==> src/rtl/sram_access_controller.sv <==
// Sequences 32-bit MEM-stage loads/stores as two halfword phases on a 16-bit async SRAM.
// Latency: 2*(WAIT_CYCLES+1)+1 stalled cycles per access; ready low stalls the whole pipeline.
// Optional SRAM_POSTED_WRITE_EN: writes are acknowledged at once and drain in the background.
module sram_access_controller #(
    parameter int BASE_ADDR   = 1024,
    parameter int SRAM_AW     = 18,
    parameter int WAIT_CYCLES = 1
) (
    input  logic               clk,
    input  logic               rst,
    input  logic               wr_en,
    input  logic               rd_en,
    input  logic [31:0]        address,
    input  logic [31:0]        write_data,
    output logic [31:0]        read_data,
    output logic               ready,
    output logic [SRAM_AW-1:0] sram_addr,
    output logic [15:0]        sram_dq_out,
    output logic               sram_dq_oe,
    input  logic [15:0]        sram_dq_in,
    output logic               sram_ce_n,
    output logic               sram_oe_n,
    output logic               sram_we_n,
    output logic               sram_ub_n,
    output logic               sram_lb_n
);

    localparam int          WW        = SRAM_AW - 1;
    localparam logic [3:0]  WAIT_LAST = 4'(WAIT_CYCLES);

    typedef enum logic [1:0] {IDLE, LO, HI, DONE} state_t;

    state_t             state_q, state_d;
    logic [3:0]         wcnt_q, wcnt_d;
    logic               op_wr_q, op_wr_d;
    logic [WW-1:0]      word_q, word_d;
    logic [31:0]        wdata_q, wdata_d;
    logic [31:0]        read_data_q, read_data_d;
    logic [SRAM_AW-1:0] sram_addr_q, sram_addr_d;
    logic [15:0]        dq_out_q, dq_out_d;
    logic               dq_oe_q, dq_oe_d;
    logic               ce_n_q, ce_n_d;
    logic               oe_n_q, oe_n_d;
    logic               we_n_q, we_n_d;
    logic               be_n_q, be_n_d;

    logic [WW-1:0]      req_word;
    logic               phase_last;
    logic               active_d;
    logic               hi_d;

    assign req_word   = WW'((address - 32'(BASE_ADDR)) >> 2);
    assign phase_last = (wcnt_q == WAIT_LAST);

    always_comb begin
        state_d     = state_q;
        wcnt_d      = wcnt_q;
        op_wr_d     = op_wr_q;
        word_d      = word_q;
        wdata_d     = wdata_q;
        read_data_d = read_data_q;

        case (state_q)
            IDLE: begin
                wcnt_d = 4'd0;
                if (wr_en | rd_en) begin
                    state_d = LO;
                    op_wr_d = wr_en;
                    word_d  = req_word;
                    wdata_d = write_data;
                end
            end
            LO: begin
                if (phase_last) begin
                    state_d = HI;
                    wcnt_d  = 4'd0;
                    if (!op_wr_q) read_data_d[15:0] = sram_dq_in;
                end else begin
                    wcnt_d = wcnt_q + 4'd1;
                end
            end
            HI: begin
                if (phase_last) begin
`ifdef SRAM_POSTED_WRITE_EN
                    // A posted write was already acknowledged; skip DONE so a waiting request starts sooner.
                    state_d = op_wr_q ? IDLE : DONE;
`else
                    state_d = DONE;
`endif
                    wcnt_d  = 4'd0;
                    if (!op_wr_q) read_data_d[31:16] = sram_dq_in;
                end else begin
                    wcnt_d = wcnt_q + 4'd1;
                end
            end
            DONE: begin
                state_d = IDLE;
            end
            default: begin
                state_d = IDLE;
            end
        endcase
    end

    // Pins are registered from the next state so they line up exactly with the LO/HI cycles.
    always_comb begin
        active_d    = (state_d == LO) || (state_d == HI);
        hi_d        = (state_d == HI);
        sram_addr_d = sram_addr_q;
        dq_out_d    = dq_out_q;
        if (active_d) begin
            sram_addr_d = {word_d, hi_d};
            if (op_wr_d) dq_out_d = hi_d ? wdata_d[31:16] : wdata_d[15:0];
        end
        dq_oe_d = active_d & op_wr_d;
        ce_n_d  = ~active_d;
        be_n_d  = ~active_d;
        oe_n_d  = ~(active_d & ~op_wr_d);
        we_n_d  = ~(active_d & op_wr_d);
    end

    always_ff @(posedge clk) begin
        if (rst) begin
            state_q     <= IDLE;
            wcnt_q      <= 4'd0;
            op_wr_q     <= 1'b0;
            word_q      <= '0;
            wdata_q     <= 32'd0;
            read_data_q <= 32'd0;
            sram_addr_q <= '0;
            dq_out_q    <= 16'd0;
            dq_oe_q     <= 1'b0;
            ce_n_q      <= 1'b1;
            oe_n_q      <= 1'b1;
            we_n_q      <= 1'b1;
            be_n_q      <= 1'b1;
        end else begin
            state_q     <= state_d;
            wcnt_q      <= wcnt_d;
            op_wr_q     <= op_wr_d;
            word_q      <= word_d;
            wdata_q     <= wdata_d;
            read_data_q <= read_data_d;
            sram_addr_q <= sram_addr_d;
            dq_out_q    <= dq_out_d;
            dq_oe_q     <= dq_oe_d;
            ce_n_q      <= ce_n_d;
            oe_n_q      <= oe_n_d;
            we_n_q      <= we_n_d;
            be_n_q      <= be_n_d;
        end
    end

    assign ready = ~(rd_en | wr_en) | (state_q == DONE)
`ifdef SRAM_POSTED_WRITE_EN
                 | ((state_q == IDLE) & wr_en)
`endif
                 ;

    assign read_data   = read_data_q;
    assign sram_addr   = sram_addr_q;
    assign sram_dq_out = dq_out_q;
    assign sram_dq_oe  = dq_oe_q;
    assign sram_ce_n   = ce_n_q;
    assign sram_oe_n   = oe_n_q;
    assign sram_we_n   = we_n_q;
    assign sram_ub_n   = be_n_q;
    assign sram_lb_n   = be_n_q;

endmodule

==> config.mk <==
export PLATFORM = sky130hd
export DESIGN_NAME = sram_access_controller
export DESIGN_NICKNAME = d
export VERILOG_FILES = /design/src/rtl/sram_access_controller.sv
export SDC_FILE = /design/constraint.sdc
export NUM_CORES = 1
export LEC_CHECK = 0
export ABC_AREA = 1
export ABC_CLOCK_PERIOD_IN_PS = 2200
export CAP_MARGIN = 0
export CORE_ASPECT_RATIO = 0.5
export CORE_MARGIN = 2
export CORE_UTILIZATION = 42
export DETAILED_ROUTE_END_ITERATION = 7
export PLACE_DENSITY = 0.76
export SLEW_MARGIN = 40
export SYNTH_ARGS = -nofsm -noshare
export SYNTH_HDL_FRONTEND = slang
export SYNTH_SLANG_ARGS = --single-unit
==> constraint.sdc <==
create_clock -name clk -period 2.2 [get_ports clk]
set_clock_uncertainty 0.2 [all_clocks]
set_input_delay 0.22 -clock clk [delete_from_list [all_inputs] [get_ports clk]]
set_output_delay 0.22 -clock clk [all_outputs]
set_load 0.02 [all_outputs]
==> results.md <==
- Starting DRT DRC Count: 248
- Register Area: 0.002530 mm2
- Sequential share of the synthesized area: 0.4894
- Via density: 4.643
- Post-layout util: 0.6442
- Kind of critical path: reg -> reg
- Final setup TNS: 0 ns
- Filler cell count: 982
- Drt pass-1 iters: 4
- Netlist cell types: 29
- Sequential Power Share: 0.286
- CP Launch Type: flip-flop
- Core footprint: 0.01188 mm2
- # diodes: 0
- Power per cell area: 1456 mW/mm2
- Die height: 82.33 um
- # DRC: 0
- #FFs+latches synth: 126
- Rows: 28
- Setup-failing EPs final: 0
- First-pass GRT wire length: 20050 um
- Met1 wire length: 5930 um
- Vias in the first global route: 4263
- Die ar.: 0.01323 mm2
- Most common cell after layout, fill and taps aside: clkdlybuf4s50_1
- Leak Pwr: 3.270 nW
- Routability cong.: 0.7696
- Post-synthesis area per instance: 7.624 um2
- Worst endpoint required time: 2.35 ns
- Largest net degree at the start of global routing: 40
- Final hold slack: 0.2420 ns
- Type of the worst min-delay path: reg -> reg
- Yosys warnings: 0
- Detailed placement HPWL: 8308 um
- Fin area: 0.007651 mm2
- DR WL met3: 596 um
- Final Hold Fails: 0
- Post-Syn Nets: 770
- Sink Count: 126
- Total GRT Usage: 0.1876
- H-tree depth: 4
- Multi-input gate area: 0.002145 mm2
- Top sig layer: met4
- Status: finished, final reports clean
- Root Buffer: clkbuf_16
- RSZ-0062 raised after global routing: true
- Max-slew violations: 0
- Antenna violations before repair: 0
- Peak supply drop: 945.6 uV
- Die W: 160.7 um
- I/O pin total: 157
- Gate Count Post-Synth: 676
- Setup crit end kind: flip-flop
- Post-Route WL: 12660 um
- Rel. slew slack: 0.7692
- CTS buffer count: 17
- CTS tree: built
- Share of layout cells above drive strength 1: 0.1403
- Minimum clock period: 2.179 ns
- Post-route setup slack: 0.02146 ns
- Remaining Overflow, GRT: 0
- Arrival time worst endpoint: 2.33 ns
- Cells after DPL: 969
- Gate power share: 0.452
- Area Growth Syn to Fin: 48.46%
- Clock share of power: 0.262
- Worst-margin pin slew: 0.3462 ns
- Sw Ratio: 0.3689
- Internal power: 7.032 mW
- Fmax: 0.4590 GHz
- Commonest cells after routing, fill and taps aside: clkdlybuf4s50_1, nand2_1, dfxtp_1, inv_1, nor2_1
- IO Port Bufs: 141
- WL/cell: 12.58 um
- Final cycle utilization of the critical path: 0.9902
- Total power draw: 11.14 mW
- Clk Latency, worst-skew pair: 0.40 ns
- Layout Nets: 922
- Clock-pin slew on the worst setup and hold paths: 0.06 ns
- Dpl ws: -0.1724 ns
- Placed Area: 0.006783 mm2
- Synthesized area: 0.005154 mm2
- Starting density of the core: 0.4339
- Layout Cells excl Fill: 1006
- Met2 wire len: 6051 um
- Net load switching power: 4.110 mW
- Max-cap viol count: 0
- Hold depth: 2
- Vias: 4671
- Reg2Reg Depth: 12
- Post-route ant nets: 0
- Max clock buf depth: 2
- Crit path max fanout: 4
[registers in the layout, indices dropped and copies added (netlist names)]
name	flops
sram_we_n	1
read_data	32
sram_lb_n	1
op_wr_q	1
sram_dq_out	16
wdata_q	32
sram_addr	18
state_q	2
sram_oe_n	1
wcnt_q	4
sram_dq_oe	1
word_q	17
[Yosys cell counts]
cell      count  area share
buf_6         8       0.017
or2_2        14       0.017
nand3_1      31       0.030
nand2_4       1      0.0022
buf_2         7      0.0068
ha_1         10       0.024
nor2_4        3      0.0066
nor2_1       60       0.044
a21oi_1      45       0.044
a21o_1        8       0.012
xor2_1        1      0.0017
inv_2         2      0.0015
inv_1       100       0.073
nor2_2        2      0.0024
o21ai_0      61       0.059
buf_4         6      0.0087
a21boi_0      1      0.0015
a21boi_4      1      0.0036
clkinv_1      1     0.00073
buf_1         1     0.00073
nand4_1       1      0.0012
o211ai_1      3      0.0044
and2_1        1      0.0012
dfxtp_1     126        0.49
o21ai_1      34       0.033
clkbuf_1     16       0.012
o21ai_2       6       0.010
a211oi_1      1      0.0015
nand2_1     125       0.091
[logic make-up after synthesis]
family,Yosys count,share of synthesized area
AND/OR/NAND/NOR,238,0.1954
AO/OA/AOI/OAI,160,0.1687
buffers and inverters,141,0.1204
flip-flops,126,0.4894
adder cells (fa/ha/maj),10,0.02428
XOR/XNOR,1,0.001700
[worst max-delay path, stage by stage, from the launching register on]
cell	delay (ns)
dfxtp_4	0.40
inv_6	0.05
ha_4	0.18
nor2_4	0.15
o21ai_2	0.07
nand2_1	0.08
ha_1	0.25
inv_2	0.10
nand2_4	0.06
nor2_4	0.26
clkbuf_16	0.20
nand3_1	0.06
nand2_1	0.06
[area by class of cell]
class	instances	area share
flip-flops and latches	126	0.3307
multi-input cells	409	0.2803
clock buffers	20	0.06100
inverters	103	0.05184
repair buffers	171	0.2286
well taps	165	0.02698
clock inverters	12	0.02061
[power groups by stage]
stage | logic [mW] | registers, mW | clock network (mW)
after floorplan | 2.80 | 3.48 | 0
after global placement | 4.49 | 3.19 | 0
after detailed placement | 4.58 | 3.21 | 0
after CTS | 4.77 | 3.17 | 2.96
after global routing | 5.55 | 3.26 | 3.09
final | 5.04 | 3.19 | 2.91
[routing by layer]
metal | up-vias | track usage
li1 | 2435 | -
met1 | 2133 | 0.2408
met2 | 95 | 0.3155
met3 | 8 | 0.05095
met4 | 0 | 0.05586
met5 | - | 0
[what timing repair did]
| item | CTS | global route |
|---|---|---|
| setup buffers | 2 | 0 |
| setup endpoints to repair | 24 | 22 |
| endpoints found under the hold margin | 1 | 0 |
| hold buffers | 1 | 0 |
| pin swaps | 3 | 12 |
| gates resized for setup | 9 | 38 |
| cloned | 1 | 1 |
[final timing paths]
path                start         endpoint  slack [ns]
max reg2reg    state_q[0]  sram_dq_out[14]        0.02
max            state_q[0]  sram_dq_out[14]        0.02
min reg2reg  read_data[5]     read_data[5]        0.24
min          read_data[5]     read_data[5]        0.24
Note: power is estimated with default switching activity, not from simulation.
